### src/rtl/conv_seq_pkg.sv
// Shared encodings for the raster-scan frame sequencer: FSM states, mode values
// and a width helper used to size the x/y/drain counters.
package conv_seq_pkg;

    typedef enum logic [1:0] {
        ST_IDLE  = 2'b00,
        ST_SCAN  = 2'b01,
        ST_DRAIN = 2'b10,
        ST_DONE  = 2'b11
    } state_e;

    localparam logic [1:0] MODE_IDLE   = 2'b00;
    localparam logic [1:0] MODE_SINGLE = 2'b01;
    localparam logic [1:0] MODE_CONT   = 2'b10;

    // Bits needed to hold 0..v-1, never less than one.
    function automatic int clog2_min1(input int v);
        int r;
        r = 1;
        for (int i = 1; i < 31; i++) begin
            if ((1 << i) < v) r = i + 1;
        end
        return r;
    endfunction

endpackage

### src/rtl/conv_frame_sequencer_if.sv
// Processing-port bundle between the frame sequencer (master) and the
// mem_controller / kernel side that consumes its addresses and strobes (slave).
interface conv_frame_sequencer_if #(
    parameter int AW = 17
);
    logic          frame_ready;
    logic [1:0]    mode;
    logic [1:0]    kernel_sel;
    logic [AW-1:0] raddr_alu;
    logic [AW-1:0] waddr_alu;
    logic          wen_alu;
    logic          alu_bypass;
    logic [1:0]    kernel_sel_q;
    logic          pass_thru;
    logic          busy;
    logic          frame_done;

    modport master (
        input  frame_ready, mode, kernel_sel,
        output raddr_alu, waddr_alu, wen_alu, alu_bypass,
               kernel_sel_q, pass_thru, busy, frame_done
    );

    modport slave (
        output frame_ready, mode, kernel_sel,
        input  raddr_alu, waddr_alu, wen_alu, alu_bypass,
               kernel_sel_q, pass_thru, busy, frame_done
    );
endinterface

### src/rtl/conv_frame_sequencer_wb_delay_line.sv
// Write-back delay line: DEPTH-stage shift register, fully cleared by reset so
// an aborted frame leaves no write in flight.
module wb_delay_line #(
    parameter int W     = 8,
    parameter int DEPTH = 2
) (
    input  logic         clk,
    input  logic         rst_n,
    input  logic [W-1:0] d_i,
    output logic [W-1:0] q_o
);
    logic [W-1:0] stage_q [DEPTH];

    always_ff @(posedge clk) begin
        if (!rst_n) begin
            for (int i = 0; i < DEPTH; i++) stage_q[i] <= '0;
        end else begin
            stage_q[0] <= d_i;
            for (int i = 1; i < DEPTH; i++) stage_q[i] <= stage_q[i-1];
        end
    end

    assign q_o = stage_q[DEPTH-1];
endmodule

### src/rtl/conv_frame_sequencer.sv
// Raster-scan sequencer for the mem_controller processing port. Define
// BORDER_COPY_EN to write border pixels as raw copies instead of suppressing them.
module conv_frame_sequencer
    import conv_seq_pkg::*;
#(
    parameter int IMG_W   = 320,
    parameter int IMG_H   = 240,
    parameter int AW      = 17,
    parameter int KSIZE   = 3,
    parameter int ALU_LAT = 2
) (
    input logic                   CLK100MHZ,
    input logic                   rst_n,
    conv_frame_sequencer_if.master bus
);
    localparam int unsigned KR   = (KSIZE - 1) / 2;
    localparam int unsigned X_HI = IMG_W - KR;
    localparam int unsigned Y_HI = IMG_H - KR;
    localparam int XW  = clog2_min1(IMG_W);
    localparam int YW  = clog2_min1(IMG_H);
    localparam int DW  = clog2_min1(ALU_LAT);
    localparam int DLW = AW + 2;
    localparam logic [AW-1:0] ADDR_LAST  = AW'(IMG_W * IMG_H - 1);
    localparam logic [XW-1:0] X_LAST     = XW'(IMG_W - 1);
    localparam logic [DW-1:0] DRAIN_LAST = DW'(ALU_LAT - 1);

    state_e        state_q;
    logic [AW-1:0] addr_q;
    logic [XW-1:0] x_q;
    logic [YW-1:0] y_q;
    logic [DW-1:0] drain_q;
    logic          pending_q;
    logic [1:0]    mode_q;
    logic [1:0]    kernel_q;
    logic          pass_thru_q;
    logic          busy_q;
    logic          done_q;

    logic           start_d;
    logic           mode_act;
    logic           pend_set;
    logic           border_d;
    logic [31:0]    x_ext;
    logic [31:0]    y_ext;
    logic [DLW-1:0] dl_d;
    logic [DLW-1:0] dl_q;

    assign mode_act = (bus.mode == MODE_SINGLE) || (bus.mode == MODE_CONT);
    assign pend_set = bus.frame_ready && (mode_q == MODE_CONT);

    // DONE restarts only for a continuous frame with a queued (or coincident) frame_ready.
    always_comb begin
        start_d = 1'b0;
        case (state_q)
            ST_IDLE: start_d = bus.frame_ready && mode_act;
            ST_DONE: start_d = (mode_q == MODE_CONT) && (pending_q || bus.frame_ready) && mode_act;
            default: start_d = 1'b0;
        endcase
    end

    always_ff @(posedge CLK100MHZ) begin
        if (!rst_n) begin
            state_q     <= ST_IDLE;
            addr_q      <= '0;
            x_q         <= '0;
            y_q         <= '0;
            drain_q     <= '0;
            pending_q   <= 1'b0;
            mode_q      <= MODE_IDLE;
            kernel_q    <= 2'b00;
            pass_thru_q <= 1'b1;
            busy_q      <= 1'b0;
            done_q      <= 1'b0;
        end else begin
            done_q <= 1'b0;
            if (start_d) begin
                state_q     <= ST_SCAN;
                mode_q      <= bus.mode;
                kernel_q    <= bus.kernel_sel;
                pass_thru_q <= 1'b0;
                busy_q      <= 1'b1;
                pending_q   <= 1'b0;
            end else begin
                case (state_q)
                    ST_IDLE: state_q <= ST_IDLE;
                    ST_SCAN: begin
                        if (pend_set) pending_q <= 1'b1;
                        if (addr_q == ADDR_LAST) begin
                            state_q <= ST_DRAIN;
                            addr_q  <= '0;
                            x_q     <= '0;
                            y_q     <= '0;
                            drain_q <= '0;
                        end else begin
                            addr_q <= addr_q + 1'b1;
                            if (x_q == X_LAST) begin
                                x_q <= '0;
                                y_q <= y_q + 1'b1;
                            end else begin
                                x_q <= x_q + 1'b1;
                            end
                        end
                    end
                    ST_DRAIN: begin
                        if (pend_set) pending_q <= 1'b1;
                        if (drain_q == DRAIN_LAST) begin
                            state_q <= ST_DONE;
                            busy_q  <= 1'b0;
                            done_q  <= 1'b1;
                        end else begin
                            drain_q <= drain_q + 1'b1;
                        end
                    end
                    default: begin
                        state_q     <= ST_IDLE;
                        pass_thru_q <= 1'b1;
                        pending_q   <= 1'b0;
                    end
                endcase
            end
        end
    end

    assign x_ext    = 32'(x_q);
    assign y_ext    = 32'(y_q);
    assign border_d = (x_ext < KR) || (x_ext >= X_HI) || (y_ext < KR) || (y_ext >= Y_HI);
    assign dl_d     = {state_q == ST_SCAN, addr_q, border_d};

    wb_delay_line #(.W(DLW), .DEPTH(ALU_LAT)) u_wb_delay (
        .clk   (CLK100MHZ),
        .rst_n (rst_n),
        .d_i   (dl_d),
        .q_o   (dl_q)
    );

    assign bus.raddr_alu    = addr_q;
    assign bus.waddr_alu    = dl_q[AW:1];
`ifdef BORDER_COPY_EN
    assign bus.wen_alu      = dl_q[DLW-1];
    assign bus.alu_bypass   = dl_q[DLW-1] & dl_q[0];
`else
    assign bus.wen_alu      = dl_q[DLW-1] & ~dl_q[0];
    assign bus.alu_bypass   = 1'b0;
`endif
    assign bus.kernel_sel_q = kernel_q;
    assign bus.pass_thru    = pass_thru_q;
    assign bus.busy         = busy_q;
    assign bus.frame_done   = done_q;
endmodule

### src/flat_wrapper.sv
// flat-port wrapper written by rule: the top's interface ports become plain ports
module conv_frame_sequencer_flat import conv_seq_pkg::*;
#(
    parameter int IMG_W   = 320,
    parameter int IMG_H   = 240,
    parameter int AW      = 17,
    parameter int KSIZE   = 3,
    parameter int ALU_LAT = 2
)
  (CLK100MHZ, rst_n, bus_frame_ready, bus_mode, bus_kernel_sel, bus_raddr_alu, bus_waddr_alu, bus_wen_alu, bus_alu_bypass, bus_kernel_sel_q, bus_pass_thru, bus_busy, bus_frame_done);
  conv_frame_sequencer_if #(.AW(AW)) bus_i ();
  input logic CLK100MHZ;
  input logic rst_n;
  input wire logic [$bits(bus_i.frame_ready)-1:0] bus_frame_ready;
  input wire logic [$bits(bus_i.mode)-1:0] bus_mode;
  input wire logic [$bits(bus_i.kernel_sel)-1:0] bus_kernel_sel;
  output wire logic [$bits(bus_i.raddr_alu)-1:0] bus_raddr_alu;
  output wire logic [$bits(bus_i.waddr_alu)-1:0] bus_waddr_alu;
  output wire logic [$bits(bus_i.wen_alu)-1:0] bus_wen_alu;
  output wire logic [$bits(bus_i.alu_bypass)-1:0] bus_alu_bypass;
  output wire logic [$bits(bus_i.kernel_sel_q)-1:0] bus_kernel_sel_q;
  output wire logic [$bits(bus_i.pass_thru)-1:0] bus_pass_thru;
  output wire logic [$bits(bus_i.busy)-1:0] bus_busy;
  output wire logic [$bits(bus_i.frame_done)-1:0] bus_frame_done;
  assign bus_i.frame_ready = bus_frame_ready;
  assign bus_i.mode = bus_mode;
  assign bus_i.kernel_sel = bus_kernel_sel;
  assign bus_raddr_alu = bus_i.raddr_alu;
  assign bus_waddr_alu = bus_i.waddr_alu;
  assign bus_wen_alu = bus_i.wen_alu;
  assign bus_alu_bypass = bus_i.alu_bypass;
  assign bus_kernel_sel_q = bus_i.kernel_sel_q;
  assign bus_pass_thru = bus_i.pass_thru;
  assign bus_busy = bus_i.busy;
  assign bus_frame_done = bus_i.frame_done;
  conv_frame_sequencer #(.IMG_W(IMG_W), .IMG_H(IMG_H), .AW(AW), .KSIZE(KSIZE), .ALU_LAT(ALU_LAT)) u_core (.CLK100MHZ(CLK100MHZ), .rst_n(rst_n), .bus(bus_i));
endmodule
### config.mk
export PLATFORM = sky130hd
export DESIGN_NAME = conv_frame_sequencer_flat
export DESIGN_NICKNAME = d
export VERILOG_FILES = /design/src/rtl/conv_seq_pkg.sv /design/src/rtl/conv_frame_sequencer_if.sv /design/src/rtl/conv_frame_sequencer_wb_delay_line.sv /design/src/rtl/conv_frame_sequencer.sv /design/src/flat_wrapper.sv
export SDC_FILE = /design/constraint.sdc
export NUM_CORES = 1
export LEC_CHECK = 0
export BUFFER_PORTS_ARGS = -buffer_cell sky130_fd_sc_hd__clkbuf_2
export CAP_MARGIN = 40
export CORE_MARGIN = 2
export CORE_UTILIZATION = 55
export DETAILED_ROUTE_END_ITERATION = 12
export GPL_ROUTABILITY_DRIVEN = 0
export MAX_ROUTING_LAYER = met4
export PLACE_DENSITY = 0.89
export RECOVER_POWER = 100
export SYNTH_ARGS = -nofsm -noshare
export SYNTH_HDL_FRONTEND = slang
export SYNTH_SLANG_ARGS = --single-unit
### constraint.sdc
create_clock -name CLK100MHZ -period 2.3 [get_ports CLK100MHZ]
set_input_delay 0.23 -clock CLK100MHZ [delete_from_list [all_inputs] [get_ports CLK100MHZ]]
set_output_delay 0.23 -clock CLK100MHZ [all_outputs]
set_load 0.05 [all_outputs]
# Word level (Yosys, flattened, before mapping)
# Memory sizes are Yosys's and may differ from the RTL's.
# Index checks and enable logic that the tools add are counted.
[classes]
magnitude_cmp = 4
add_sub_neg = 4
reduce_logical = 25
mux = 25
eq_ne = 14
bitwise = 8
[op_table]
columns = ["operator", "count"]
rows = [
  ["19-bit 2-to-1 mux", 2],
  ["9-bit 2-to-1 mux", 2],
  ["17-bit by 1-bit adder with 17-bit output, second input constant", 1],
  ["17-bit == test, second input constant", 1],
  ["17-bit 2-to-1 mux", 1],
  ["8-bit 2-to-1 mux", 2],
  ["1-bit 2-to-1 mux", 12],
  ["2-bit AND reduction", 5],
  ["9-bit by 1-bit adder with 9-bit output, second input constant", 1],
  ["9-bit == test, second input constant", 1],
  ["9-bit >= comparator, second input constant", 1],
  ["9-bit by 1-bit less-than comparator with 1-bit output, second input constant", 1],
  ["8-bit by 1-bit adder with 8-bit output, second input constant", 1],
  ["2-bit == test, second input constant", 4],
  ["8-bit >= comparator, second input constant", 1],
  ["8-bit by 1-bit less-than comparator with 1-bit output, second input constant", 1],
  ["2-bit by 1-bit != test with 1-bit output, second input constant", 4],
  ["2-bit nonzero test", 4],
  ["3-bit by 1-bit != test with 1-bit output, second input constant", 2],
  ["1-bit case mux with 2 select lines", 3],
  ["3-bit AND reduction", 2],
  ["3-bit OR reduction", 2],
  ["1-bit logical OR", 5],
  ["1-bit inverter", 5],
  ["other kinds (9)", 16],
]
[word_totals]
out_inout_bits = 41
memories = 1
reg_bits = 45
ramBits = 38
[memory_table]
columns = ["name", "words", "word_bits", "rd", "rd_clocked_by_memory_dff", "wr", "line_no", "rtl"]
rows = [
  ["u_core.u_wb_delay.stage_q", 2, 19, 2, 0, 2, "conv_frame_sequencer_wb_delay_line.sv:12", "logic [W-1:0] stage_q [DEPTH];"],
]

# Logic depth before layout (Yosys ltp)
[logic_depth]
word_depth = 6
ltp_mapped = 8
mapped_depth_nobuf = 6

# By module
# A second synthesis with hierarchy kept.
[hier_totals]
cells_unflattened = 403
hier_area_um2 = 3681.0
[by_module_without_submodules]
columns = ["mod", "seq_area_each_um2", "cells_each", "n_inst", "area_per_inst_um2"]
rows = [
  ["conv_frame_sequencer", 900.9, 304, 1, 2501.1],
  ["wb_delay_line", 760.7, 99, 1, 1179.9],
]

# Worst setup path before layout
# No wires, ideal clock.
[synth_timing]
path_kind = "reg-to-reg"
start = "register u_core.state_q[0]"
end = "register u_core.x_q[3]"
required_time_ps = 2170
setup_slack_ps = 364
period_less_slack_ps = 1936
arrival_ps = 1806
setup_time_ps = 130
path_buffers = 2
stages_incl_launch_ff = 9
path_cell_list = "dfxtp_1 -> inv_1 -> ha_1 -> a2111o_1 -> buf_2 -> buf_1 -> nand4_1 -> xor2_1 -> nor2_1"
[synth_via]
elab_chain_cells = 4
[synth_rtl]
columns = ["item", "line_no", "rtl"]
rows = [
  ["start, declared", "conv_frame_sequencer.sv:27", "state_e state_q;"],
  ["start signal, assigned", "conv_frame_sequencer.sv:63", "state_q <= ST_IDLE;"],
  ["start signal, assigned", "conv_frame_sequencer.sv:77", "state_q <= ST_SCAN;"],
  ["start signal, assigned", "conv_frame_sequencer.sv:85", "ST_IDLE: state_q <= ST_IDLE;"],
  ["2-bit == test or 2-bit zero test (tied branches)", "conv_frame_sequencer.sv:54", "case (state_q)"],
  ["1-bit case mux with 2 select lines", "conv_frame_sequencer.sv:54", ""],
  ["1-bit inverter (no line)", "--", ""],
  ["2-bit AND reduction (no line) *", "--", ""],
  ["end signal, assigned", "conv_frame_sequencer.sv:100", "x_q <= x_q + 1'b1;"],
  ["end, declared", "conv_frame_sequencer.sv:29", "logic [XW-1:0] x_q;"],
]
# Mark *: on every way between the ends. The rest lies on a longest branch, timed or not.
# A chain may end at the register's enable or synchronous reset.

# Worst setup path in the final report
[layout_timing]
start = "register u_core.state_q[1]"
end = "register u_core.addr_q[13], in the netlist u_core.bus.raddr_alu[13]"
[layout_via]
elab_chain_cells = 4
[layout_rtl]
columns = ["item", "line_no", "rtl"]
rows = [
  ["2-bit == test or 2-bit zero test (tied branches)", "conv_frame_sequencer.sv:54", ""],
  ["1-bit case mux with 2 select lines", "conv_frame_sequencer.sv:54", ""],
  ["1-bit inverter (no line)", "--", ""],
  ["2-bit AND reduction (no line) *", "--", ""],
  ["end signal, assigned", "conv_frame_sequencer.sv:95", "addr_q <= addr_q + 1'b1;"],
  ["end, declared", "conv_frame_sequencer.sv:28", "logic [AW-1:0] addr_q;"],
]
# Marks and branches as above.

==> metrics.yaml <==
die_x_um: 84.6
synth-seq-cells: 83
final_hold_viol_count: 0
rsz0062_at_grt: "false"
slew_viol_final: 0
ys_types: 50
via_count: 2698
hpwl_um: 4730
clk_path_buf_depth: 2
power_frac_comb_pct: 5.5
hold_slack_ps: 84.9
wl_per_cell_um: 13.7
met3WireLength_um: 402
r2r_cells: 6
clockRootBuffer: "clkbuf_8"
grt_pass1_wl_um: 11100
cts_hold_buf: 0
maxCapViolCount: 0
routed_wl_um: 6760
synth_xor_area_share_pct: 4.41
syn-cell-area_um2: 3570
total_leakage_power_nw: 1.48
synth_simple_gate_area_share_pct: 24.6
max-slew-margin-rel_pct: 45.1
route.detailed.drc: 0
final_cell_mix: "dfxtp_1 (82), clkbuf_1 (46), and2_1 (29)"
worst_slack_ps: 139
p_sw_share_pct: 23.1
min_period_ps: 2160
io-pin-count: 48
tns_ps: 0
skew_ps: 9.88
synth_compound_area_share_pct: 10.9
die_y_um: 84.6
antenna_found_initial: 0
fin_crit_sh_pct: 94.0
start_util_pct: 56.6
ys_warn_count: 0
crit_type: "flip-flop to flip-flop"
syn-num-nets: 404
critPathMaxFanout: 8
cts.sinks: 83
clock.fmax_ghz: 0.463
power.switching_w: 0.000643
grt_pass1_vias: 2480
cts_tree: "yes"
h-tree-depth: 3
postSynthCellCount: 388
nets: 428
final_core_util_pct: 61.5
wl_met1_um: 3020
ir_worst_vdd_v: 0.000568
n_antenna_cell: 0
cts_made_buffers: 9
area_delta_synth_final_pct: 8.54
dr_wl_met2_um: 3240
clock_power_share_pct: 41.9
grt_overflow: 0
min-delay-start: "bus_mode[1]"
ant_nets: 0
stdcell_count: 494
fp.dieArea_um2: 7160
highest_layer: "met4"
dp_cells: 477
seqPwrFrac_pct: 52.6
tightest_slew_ps: 823
grt_max_degree: 28
required_ps: 2550
timing.rr.start: "u_core.state_q[1]"
p_int_w: 0.00215
final_common_cell: "dfxtp_1"
synth_top_family_by_area: "simple AND/OR/NAND/NOR gates"
crit_arrival_ps: 2410
drtIter0Drc: 106
yosysSeqAreaShare_pct: 46.5
synth_edf_count: 0
drive_gt1_share_pct: 10.3
post-place-ws_ps: 152
setup_violations: 0
p_per_area_nw_per_um2: 719
crit_start: "u_core.state_q[1]"
synth_mux_area_share_pct: 0.560
rows: 29
core_area_um2: 6310
grtUsageTotal_pct: 19.7
clk_pin_slew_worst_paths_ps: 90
via_per_inst: 5.46
syn_area_per_cell_um2: 9.21
synthArstFlopShare_pct: 0
hp-class: "input port to flip-flop"
start_kind: "flip-flop"
setup.worst_path.end_class: "flip-flop"
port_buffers: 46
clk_latency_ps: 360
drt-pass1-iter-count: 4
synthAdderAreaFrac_pct: 3.15
min_delay_path_depth: 2
synth_ff_type: "dfxtp_1"
status: "complete, no violations"
path summary, 6_finish.rpt:
check,end,slack [ps]
max reg2reg,u_core.bus.raddr_alu[13],140
min,u_core.mode_q[0],80
min reg2reg,u_core.u_wb_delay.stage_q[0][26],440
max,u_core.bus.raddr_alu[13],140
layer usage:
metal  GRT usage (%)  vias to the layer above
met1            23.2                     1248
met2            31.9                       85
met5               -                        -
li1                -                     1352
met4            7.94                        0
met3            5.41                       13
worst max-delay path: stages, from the launching register on:
cell and delay (ps):
dfxtp_1 420, inv_1 100, ha_1 310, a2111o_1 530, and2_1 320, a41o_1 250
o211a_1 120
synthesized netlist by cell type (2+ instances only):
library cell / n / share of area, %
dfxtp_1: 83 / 46
and2_1: 43 / 7.5
buf_4: 35 / 7.4
nand2_1: 24 / 2.5
nor2_1: 24 / 2.5
a21oi_1: 21 / 2.9
nand3_1: 16 / 2.2
xor2_1: 16 / 3.9
nand4_1: 13 / 2.3
o21ai_0: 11 / 1.5
clkbuf_1: 10 / 1.1
ha_1: 9 / 3.2
and3_1: 8 / 1.4
inv_1: 7 / 0.74
o31ai_1: 7 / 1.5
or3_1: 6 / 1.1
or4_1: 4 / 0.84
a31oi_1: 3 / 0.53
a41o_1: 3 / 0.84
and4_1: 3 / 0.74
buf_1: 3 / 0.31
buf_2: 3 / 0.42
nor2b_1: 3 / 0.53
nor3_1: 3 / 0.42
mux2i_1: 2 / 0.56
nand2b_1: 2 / 0.35
o211ai_1: 2 / 0.42
xnor2_1: 2 / 0.49
layout make-up:
class                   count  area [µm²]
inverters                   7        26.3
clock buffers              11         141
well taps                  77        96.3
flip-flops and latches     83        1660
fillers                   540        2430
clock inverters             5        86.3
repair buffers             64         298
multi-input cells         247        1570
logic make-up after synthesis:
kind of cell / after synthesis
AOI/OAI and AO/OA: 60
muxes: 2
DFF: 83
buffers and inverters: 58
other: 1
and+or+nand+nor: 157
adders and majority gates: 9
xor gates and xnor gates: 18
power groups by stage:
stage | sequential [W] | combinational, W | clock (W)
2_1_floorplan | 0.00152 | 0.0000863 | 0
3_3_place_gp | 0.00150 | 0.000149 | 0
3_5_place_dp | 0.00150 | 0.000152 | 0
4_1_cts | 0.00147 | 0.000153 | 0.00118
5_1_grt | 0.00147 | 0.000166 | 0.00125
6_report | 0.00147 | 0.000153 | 0.00117
what timing repair did:
item	4_1_cts	5_1_grt
resized for setup	0	4
setup endpoints to repair	0	19
buffers inserted	0	1
registers in the layout (all words and copies together), names as in the netlist, 2 cells and up:
| signal | count |
|---|---|
| u_core.bus.kernel_sel_q | 2 |
| u_core.bus.raddr_alu | 17 |
| u_core.mode_q | 2 |
| u_core.state_q | 2 |
| u_core.u_wb_delay.stage_q | 38 |
| u_core.x_q | 9 |
| u_core.y_q | 8 |
per-stage QoR:
step,total power [W],area [µm²]
5_1_grt,0.00288,3880
2_1_floorplan,0.00160,3570
4_1_cts,0.00280,3930
6_report,0.00279,3880
3_5_place_dp,0.00165,3700
3_3_place_gp,0.00165,3700
No activity file was read; power rests on OpenSTA's default activity.
